==> src/rtl/match_event_logger.sv <==
// match_event_logger
//   Timestamps each match pulse from the serial 11101 detector with a
//   free-running cycle counter. Buffers the stamps in a FIFO that is drained
//   over a valid/ready handshake. Keeps saturating match and drop statistics
//   and a sticky overflow flag, so the always-on detector is isolated from a
//   readout agent that may stall.
//
// Ports
//   clock        rising-edge clock
//   reset        synchronous, active-high; overrides clear and all activity
//   match_in     detector match pulse; one match per high cycle
//   clear        synchronous flush of FIFO, statistics and overflow
//                (the timestamp counter is not affected)
//   out_valid    FIFO head holds a timestamp
//   out_ready    consumer accepts the head this cycle
//   out_ts       timestamp at the FIFO head
//   match_count  push attempts since reset/clear, saturating
//   drop_count   pushes discarded because the FIFO was full, saturating
//   overflow     sticky: at least one drop since reset/clear
module match_event_logger #(
  parameter int TS_W  = 16,
  parameter int DEPTH = 8,
  parameter int CNT_W = 16
) (
  input  logic             clock,
  input  logic             reset,
  input  logic             match_in,
  input  logic             clear,
  output logic             out_valid,
  input  logic             out_ready,
  output logic [TS_W-1:0]  out_ts,
  output logic [CNT_W-1:0] match_count,
  output logic [CNT_W-1:0] drop_count,
  output logic             overflow
);

  localparam int PTR_W = (DEPTH > 1) ? $clog2(DEPTH) : 1;
  localparam int OCC_W = $clog2(DEPTH + 1);
  localparam logic [OCC_W-1:0] FULL_OCC = OCC_W'(DEPTH);

  logic [TS_W-1:0]  ts;
  logic [TS_W-1:0]  mem [DEPTH];
  logic [PTR_W-1:0] wr_ptr;
  logic [PTR_W-1:0] rd_ptr;
  logic [OCC_W-1:0] occ;

  logic             pop;
  logic             push_try;
  logic             full;
  logic             push;
  logic             drop;
  logic [PTR_W-1:0] rd_next;
  logic [OCC_W-1:0] occ_next;
  logic [TS_W-1:0]  head_next;

  // Free-running timestamp; independent of clear.
  always_ff @(posedge clock) begin
    if (reset) begin
      ts <= '0;
    end else begin
      ts <= ts + 1'b1;
    end
  end

  always_comb begin
    pop       = out_valid & out_ready;
    push_try  = match_in & ~clear;
    full      = (occ == FULL_OCC);
    // When full, a simultaneous pop frees the slot the push lands in.
    push      = push_try & (~full | pop);
    drop      = push_try & full & ~pop;
    rd_next   = pop ? rd_ptr + PTR_W'(1) : rd_ptr;
    occ_next  = occ + OCC_W'(push) - OCC_W'(pop);
    // The head is kept in its own register so out_ts is a flop output.
    // If the entry becoming head is the one written this cycle, the
    // memory does not hold it yet, so forward the timestamp directly.
    head_next = (push && (wr_ptr == rd_next)) ? ts : mem[rd_next];
  end

  always_ff @(posedge clock) begin
    if (push) begin
      mem[wr_ptr] <= ts;
    end
  end

  always_ff @(posedge clock) begin
    if (reset || clear) begin
      wr_ptr    <= '0;
      rd_ptr    <= '0;
      occ       <= '0;
      out_valid <= 1'b0;
      if (reset) begin
        out_ts <= '0;
      end
    end else begin
      if (push) begin
        wr_ptr <= wr_ptr + PTR_W'(1);
      end
      rd_ptr    <= rd_next;
      occ       <= occ_next;
      out_valid <= (occ_next != '0);
      if (occ_next != '0) begin
        out_ts <= head_next;
      end
    end
  end

  always_ff @(posedge clock) begin
    if (reset || clear) begin
      match_count <= '0;
      drop_count  <= '0;
      overflow    <= 1'b0;
    end else begin
      if (push_try && (match_count != '1)) begin
        match_count <= match_count + 1'b1;
      end
      if (drop) begin
        overflow <= 1'b1;
        if (drop_count != '1) begin
          drop_count <= drop_count + 1'b1;
        end
      end
    end
  end

endmodule
==> config.mk <==
export PLATFORM = sky130hd
export DESIGN_NAME = match_event_logger
export DESIGN_NICKNAME = d
export VERILOG_FILES = /design/src/rtl/match_event_logger.sv
export SDC_FILE = /design/constraint.sdc
export NUM_CORES = 1
export LEC_CHECK = 0
export ABC_AREA = 1
export BUFFER_PORTS_ARGS = -buffer_cell sky130_fd_sc_hd__buf_4
export CORE_MARGIN = 1
export CORE_UTILIZATION = 40
export CTS_BUF_LIST = sky130_fd_sc_hd__clkbuf_16
export CTS_CLUSTER_SIZE = 20
export DETAILED_ROUTE_END_ITERATION = 12
export PLACE_DENSITY = 0.56
export SETUP_SLACK_MARGIN = 0.02
export SLEW_MARGIN = 20
export SYNTH_ARGS = -nofsm -noshare
export SYNTH_HDL_FRONTEND = slang
export SYNTH_SLANG_ARGS = --single-unit
==> constraint.sdc <==
create_clock -name clock -period 2.9 [get_ports clock]
set_clock_uncertainty 0.15 [all_clocks]
set_input_delay 0.435 -clock clock [delete_from_list [all_inputs] [get_ports clock]]
set_output_delay 0.435 -clock clock [all_outputs]
set_load 0.01 [all_outputs]
==> results.toml, run 1 <==
[yosys]
postSynthNetCount = 1003
synth_area_leaders = "edfxtp_1, dfxtp_1, nand2_1"
ys_dominant_reg_cell = "edfxtp_1"
yosys-top-cells-count = "nand2_1, nand3_1, edfxtp_1"
synth_edf_count = 144
ys_seq_area_share_pct = 60.07
ys_ff_latch = 204
yosysWarningCount = 0
yosys.area.top_type_share_pct = 47.01
synth.most_common_cell = "nand2_1"
synthCells = 988
async_reset_ff_share_pct = 0
syn_area_per_cell_um2 = 9.309
ys_types = 38
synthesis.area_um2 = 9198
yosys.area.top_type = "edfxtp_1"

[timing]
min_period_ns = 2.608
fmax_mhz = 383.4
setup_tns_ns = 0
tightest_slew_ns = 0.6882
relSlewSlack_pct = 54.07
grt_setup_unrepaired = "no"
finalHoldViolCount = 0
maxSlewViolCount = 0
finalSetupViolCount = 0
min_period_over_period_pct = 89.94

[worst_setup_path]
worstPathRequired_ns = 2.96
slowest_delay_ns = 0.37
path_class = "reg -> reg"
crit_buf_inv = 5
critPathTopFamily = "adder cells"
end_kind = "register"
cp_slowest_cell = "fa_1"
path_common_cell = "inv_1"
cp-start-kind = "register"
path_max_fanout = 16
cp_cell_sequence = "inv_1 > ha_1 > nand3_2 > nand2_2 > inv_2 > nand2_1 > nand2_1 > ha_1 > inv_1 > fa_1 > xor2_1 > a31oi_1 > inv_1 > nand3_1 > buf_12"
arrival_ns = 2.67

[clocking]
cts_tree = "built"
ctsResizeCount = 0
clock_latency_ns = 0.51
clockBufferDepth = 3
h-tree-depth = 1
cts-root-buf = "clkbuf_16"
cts_made_buffers = 23
cts.clk_slew.worst_paths_ns = 0.06
post_cts_buffers = 0
clock-sinks = 204
hold_buffers = 0

[pwr]
combPwrFrac_pct = 11.0
p_seq_share_pct = 47.0
internal_power_mw = 5.147
power_switching_mw = 1.683
clockPowerShare_pct = 42.0
finalPower_mw = 6.830
power.density_nw_per_um2 = 633.0
vdd_drop_max_v = 0.0005216
sw_frac_of_total_pct = 24.64
p_leak_nw = 4.117

[job]
maxCapViolCount = 0

[floorplan]
row_count = 55
die_area_um2 = 23600
fp.dieW_um = 153.6
core_um2 = 22570
start_util_pct = 40.75
dieHeight_um = 153.6
ios = 55

[drt]
wl_met3_um = 1420
finalWirelength_um = 23030
dr.pass1.iters = 5
ant_nets = 0
wire_per_inst_um = 16.88
dr_wl_met2_um = 10810
highest_layer = "met4"
drt-initial-drc-count = 460
vias_per_cell = 5.073
via_count = 6920
drc = 0
wl_met1_um = 10250

[worst_hold_path]
hp-class = "in -> reg"

[global_routing]
overflow = 0
grtUsageTotal_pct = 20.03
antenna_found_initial = 0
grt_pass1_vias = 6874
grt_first_pass_wirelength_um = 37090
grt_max_degree = 39

[layout]
drive_gt1_share_pct = 14.09
area_delta_synth_final_pct = 17.32
nFillCells = 2122
diodes = 0
nNetsFinal = 1078

[placed_design]
hpwl_um = 14230
io_buffers = 54
globalplace.congestion = 0.8244

[status]
outcome = "finished clean"
## cells in the final DEF, fill, tap and decap left out, types with 12 or more instances in the layout
cell type | netlist | routed
nor2_1 | 111 | 104
a21oi_1 | 45 | 45
edfxtp_1 | 144 | 144
nand2_1 | 271 | 270
xor2_1 | 17 | 17
buf_4 | 8 | 84
inv_1 | 68 | 71
dfxtp_1 | 60 | 60
clkbuf_16 | 0 | 23
o21ai_0 | 12 | 12
nor3_1 | 14 | 14
nand3_1 | 158 | 158
## power by group through the flow
stage	sequential, mW	combinational (mW)	clock, mW
6_report	3.21	0.750	2.87
4_1_cts	3.21	0.762	2.93
5_1_grt	3.22	0.843	3.04
3_5_place_dp	3.27	0.758	0
2_1_floorplan	3.29	0.488	0
3_3_place_gp	3.27	0.749	0
## path summary, 6_finish.rpt
kind	from	end	slack [ns]	cells after the start
min	reset	ts[0]$_SDFF_PP0_	0.07	2
max reg2reg	occ[2]$_SDFF_PP0_	out_ts[2]$_SDFFCE_PP0P_	0.29	15
max	occ[2]$_SDFF_PP0_	out_ts[2]$_SDFFCE_PP0P_	0.29	15
min reg2reg	overflow$_SDFFE_PP0P_	overflow$_SDFFE_PP0P_	0.34	2
## final cells by class
cell class | count | area, µm² | share of cell area (%)
tap | 285 | 356.6 | 3.305
multi-input combinational | 674 | 3189 | 29.56
clock inverter | 18 | 161.4 | 1.496
sequential | 204 | 5525 | 51.21
clock buffer | 23 | 575.6 | 5.334
inverter | 72 | 271.5 | 2.516
timing repair buffer | 88 | 710.7 | 6.586
## registers in the layout (all words and copies together), names as in the netlist
name	cells
mem	128
ts	16
out_ts	16
match_count	16
occ	4
drop_count	16
overflow	1
rd_ptr	3
out_valid	1
wr_ptr	3
## metal layers
layer,track usage [%],up-vias
met5,0,-
met4,5.238,0
met3,2.593,36
met2,34.24,202
met1,26.82,3221
li1,-,3461
## metrics by stage
step | setup slack (ns) | cells | cell area, µm² | hold WS (ns) | utilization, %
after floorplan | 0.07135 | 988 | 9198 | 0.3248 | -
after global placement | 0.1564 | 1323 | 10050 | 0.3095 | 44.54
after detailed placement | 0.1247 | 1323 | 10050 | 0.3172 | 44.54
after CTS | 0.2901 | 1364 | 10790 | 0.05096 | 47.80
after global routing | 0.1015 | 1364 | 10790 | 0.07336 | 47.80
final | 0.2919 | 1364 | 10790 | 0.07243 | 47.80
## kinds of logic after synthesis
kind of cell / after synthesis / synth area share (%)
compound gates: 66 / 3.796
xor+xnor: 20 / 1.905
fa+ha+maj: 10 / 1.442
buf+inv: 110 / 5.469
flops: 204 / 60.07
simple gates: 578 / 27.32
Power figures use the tool's default switching activity.
==> run 2: changes to the inputs <==
- CAP_MARGIN: default -> 5
- CTS_BUF_LIST: sky130_fd_sc_hd__clkbuf_16 -> default
- RECOVER_POWER: default -> 50
==> results.toml, run 2 (synthesis results as in run 1) <==
[drt]
wire_per_inst_um = 16.87
vias_per_cell = 5.070
via_count = 6916
finalWirelength_um = 23010
drt-initial-drc-count = 461
dr.pass1.iters = 5
ant_nets = 0
drc = 0

[pwr]
vdd_drop_max_v = 0.0005212
power.density_nw_per_um2 = 648.6
p_leak_nw = 3.891

[clocking]
cts_tree = "built"
h-tree-depth = 1
clockBufferDepth = 3
ctsResizeCount = 0
clock_latency_ns = 0.51
cts-root-buf = "clkbuf_16"
hold_buffers = 0
cts.clk_slew.worst_paths_ns = 0.06
post_cts_buffers = 0
cts_made_buffers = 23
clock-sinks = 204

[timing]
worst_slack_ns = 0.2603
tightest_slew_ns = 0.9324
maxSlewViolCount = 0
finalHoldViolCount = 0
grt_setup_unrepaired = "no"
setup_tns_ns = 0
min_period_ns = 2.640
fmax_mhz = 378.8
min_period_over_period_pct = 91.02
finalSetupViolCount = 0
relSlewSlack_pct = 37.84

[layout]
largest-register = "mem"
regArea_um2 = 5525
final_common_cell = "nand2_1"
drive_gt1_share_pct = 8.712
stdcell_count = 1364
largest_reg_flops = 128
post-route-util_pct = 46.95
area_delta_synth_final_pct = 15.22
multi_input_area_um2 = 3172
nNetsFinal = 1078
final_cell_mix = "nand2_1, nand3_1, edfxtp_1, nor2_1, inv_1"
nFillCells = 2175
diodes = 0

[worst_hold_path]
hp-class = "in -> reg"
holdPathStages = 2
min_from = "reset"
hold_path_end = "ts[9]$_SDFF_PP0_"

[worst_setup_path]
end_kind = "register"
reg2reg_slack_ns = 0.26
worstPathRequired_ns = 2.96
reg2reg_depth = 15
timing.rr.start = "occ[2]$_SDFF_PP0_"
path_max_fanout = 16
r2r-end = "out_ts[0]$_SDFFCE_PP0P_"
path_class = "reg -> reg"
cp-start-kind = "register"
arrival_ns = 2.70

[global_routing]
antenna_found_initial = 0
overflow = 0
grt_pass1_vias = 6875
grtUsageTotal_pct = 20.02
grt_max_degree = 39
grt_first_pass_wirelength_um = 37080

[placed_design]
io_buffers = 54
hpwl_um = 14230
dp_slack_ns = 0.1247
place_inst = 1323
globalplace.congestion = 0.8244

[status]
outcome = "finished clean"

[floorplan]
die_area_um2 = 23600
start_util_pct = 40.75
row_count = 55
fp.dieW_um = 153.6
core_um2 = 22570
dieHeight_um = 153.6
ios = 55

[job]
maxCapViolCount = 0
run 2: cell types whose count changed in the layout (fill, tap and decap cells not counted), sizes merged:
cell / change
inv: -6
buf: -55
clkbuf: +61
run 2: critical path: stages (launching register included):
cell and delay [ns]:
dfxtp_1 0.31, inv_1 0.05, ha_1 0.19, nand3_1 0.12, nand2_2 0.07, inv_2 0.09, nand2_1 0.06, nand2_1 0.06
ha_1 0.15, inv_1 0.05, fa_1 0.37, xor2_1 0.16, a31oi_1 0.13, inv_1 0.07, nand3_1 0.13, buf_12 0.18
run 2: where the power goes:
group          internal, mW  leakage [nW]  switching, mW
clock                  1.80         0.380           1.15
combinational         0.229          1.57          0.485
sequential             3.17          1.94         0.0347
total                  5.20          3.89           1.67
run 2: layout make-up:
type	instances	share of cell area, %
Sequential cell	204	52.14
Multi-Input combinational cell	674	29.93
Clock inverter	12	1.311
Clock buffer	29	5.927
Inverter	72	2.562
Tap cell	285	3.365
Timing Repair Buffer	88	4.770
run 2: worst max path at each step:
stage,cells after the start,slack [ns],from,end
after detailed placement,13,0.12,out_ready,out_ts[10]$_SDFFCE_PP0P_
after global placement,13,0.16,out_ready,out_ts[1]$_SDFFCE_PP0P_
final,15,0.26,occ[2]$_SDFF_PP0_,out_ts[0]$_SDFFCE_PP0P_
after global routing,15,0.06,occ[2]$_SDFF_PP0_,out_ts[0]$_SDFFCE_PP0P_
after floorplan,14,0.07,out_ready,out_ts[0]$_SDFFCE_PP0P_
after CTS,15,0.29,occ[2]$_SDFF_PP0_,out_ts[0]$_SDFFCE_PP0P_
run 2: routing by layer:
layer,GRT usage (%),routed length [µm]
met1,26.80,10460
met2,34.24,10800
met3,2.593,1183
met4,5.238,557
met5,0,0
run 2: metrics by stage:
stage | instance area [µm²] | total power, mW | hold WS [ns]
final | 10600 | 6.874 | 0.07254
after global routing | 10600 | 7.150 | 0.07344
after CTS | 10820 | 6.985 | 0.05096
after detailed placement | 10050 | 4.030 | 0.3172
after global placement | 10050 | 4.019 | 0.3095
after floorplan | 9198 | 3.773 | 0.3248
==> run 3: changes to the inputs <==
- BUFFER_PORTS_ARGS: -buffer_cell sky130_fd_sc_hd__buf_4 -> -buffer_cell sky130_fd_sc_hd__clkbuf_2
- HOLD_SLACK_MARGIN: default -> 0.1
==> results.toml, run 3 (synthesis results as in run 1) <==
[timing]
min_period_ns = 2.704
tightest_slew_ns = 1.392
maxSlewViolCount = 0
finalSetupViolCount = 0
grt_setup_unrepaired = "no"
fmax_mhz = 369.9
finalHoldViolCount = 0
setup_tns_ns = 0
min_period_over_period_pct = 93.23
relSlewSlack_pct = 7.206

[global_routing]
grt_first_pass_wirelength_um = 37010
grtUsageTotal_pct = 20.08
grt_pass1_vias = 6806
grt_max_degree = 59
antenna_found_initial = 0
overflow = 0

[clocking]
cts_made_buffers = 22
hold_buffers = 0
cts-root-buf = "clkbuf_16"
h-tree-depth = 1
clockBufferDepth = 3
ctsResizeCount = 0
clock-sinks = 204
cts_tree = "built"
post_cts_buffers = 0
cts.clk_slew.worst_paths_ns = 0.06
clock_latency_ns = 0.50

[layout]
final_common_cell = "nand2_1"
drive_gt1_share_pct = 8.643
regArea_um2 = 5525
nNetsFinal = 1076
diodes = 0
nFillCells = 2201
final_cell_mix = "nand2_1, nand3_1, edfxtp_1, nor2_1, inv_1"
stdcell_count = 1361
area_delta_synth_final_pct = 15.83
largest-register = "mem"
largest_reg_flops = 128
multi_input_area_um2 = 3184

[worst_setup_path]
worstPathRequired_ns = 2.95
arrival_ns = 2.76
path_class = "reg -> reg"
cp-start-kind = "register"
path_max_fanout = 16
end_kind = "register"

[pwr]
p_seq_share_pct = 45.1
p_leak_nw = 3.915
power_switching_mw = 1.654
clockPowerShare_pct = 44.8
internal_power_mw = 5.463
combPwrFrac_pct = 10.1
vdd_drop_max_v = 0.0004216
power.density_nw_per_um2 = 668.0
sw_frac_of_total_pct = 23.24
finalPower_mw = 7.117

[placed_design]
hpwl_um = 14330
globalplace.congestion = 0.8618
io_buffers = 54
place_inst = 1322

[drt]
drc = 0
vias_per_cell = 5.121
via_count = 6970
ant_nets = 0
dr.pass1.iters = 5
drt-initial-drc-count = 472
finalWirelength_um = 22900
wire_per_inst_um = 16.83

[job]
maxCapViolCount = 0

[floorplan]
die_area_um2 = 23600
dieHeight_um = 153.6
row_count = 55
core_um2 = 22570
fp.dieW_um = 153.6
ios = 55
start_util_pct = 40.75

[worst_hold_path]
hp-class = "in -> reg"

[status]
outcome = "finished clean"
run 3: cell count changes in the layout (fill, tap and decap cells not counted):
cell and change:
bufinv_16 +4, clkbuf_2 +4, buf_4 -3, clkbuf_8 -3, clkinv_2 -3, clkbuf_1 -2, clkinv_1 +2, inv_6 -2
nand2_1 -1, nand2_4 +1, nand3_1 -1, nand3_2 +1
run 3: routing by layer:
layer | vias to the layer above | global-route usage [%] | wire length (µm)
met5 | - | 0 | 0
met2 | 188 | 33.87 | 10840
li1 | 3455 | - | -
met1 | 3297 | 27.43 | 10400
met4 | 0 | 4.952 | 428
met3 | 30 | 2.537 | 1237
run 3: worst max-delay path, cell delays in order (launching register included):
cell,delay (ns)
dfxtp_1,0.44
nand2_8,0.10
nand3_2,0.10
nand2_2,0.10
inv_2,0.11
nand2_1,0.06
nand2_1,0.06
ha_1,0.15
inv_1,0.05
fa_1,0.38
xor2_1,0.17
a31oi_1,0.13
inv_1,0.08
nand3_1,0.13
buf_12,0.18
run 3: worst paths after layout:
path | slack [ns] | start | depth (start not counted) | to
min | 0.21 | clear | 4 | wr_ptr[1]$_SDFFE_PP0P_
max reg2reg | 0.20 | out_valid$_SDFF_PP0_ | 14 | out_ts[8]$_SDFFCE_PP0P_
min reg2reg | 0.33 | overflow$_SDFFE_PP0P_ | 2 | overflow$_SDFFE_PP0P_
max | 0.20 | out_valid$_SDFF_PP0_ | 14 | out_ts[8]$_SDFFCE_PP0P_
run 3: power groups by stage:
stage	Combinational (mW)	Sequential (mW)	Clock (mW)
after detailed placement	0.733	3.28	0
after global placement	0.732	3.27	0
after global routing	0.806	3.22	3.35
after CTS	0.735	3.21	3.24
final	0.715	3.21	3.19
after floorplan	0.488	3.29	0
run 3: per-stage QoR:
| stage | setup WS, ns | utilization [%] | hold slack (ns) | area (µm²) |
|---|---|---|---|---|
| global placement | 0.1194 | 43.91 | 0.3100 | 9911 |
| global route | 0.01875 | 47.20 | 0.2322 | 10650 |
| floorplan | 0.07135 | - | 0.3248 | 9198 |
| detailed placement | 0.08656 | 43.91 | 0.3227 | 9911 |
| finish | 0.1964 | 47.20 | 0.2072 | 10650 |
| CTS | 0.2073 | 47.54 | 0.1884 | 10730 |
run 3: final cells by class:
type,count,share of cell area [%]
Tap cell,285,3.347
Clock inverter,13,2.196
Sequential cell,204,51.86
Clock buffer,26,5.508
Inverter,72,2.548
Timing Repair Buffer,87,4.651
Multi-Input combinational cell,674,29.89
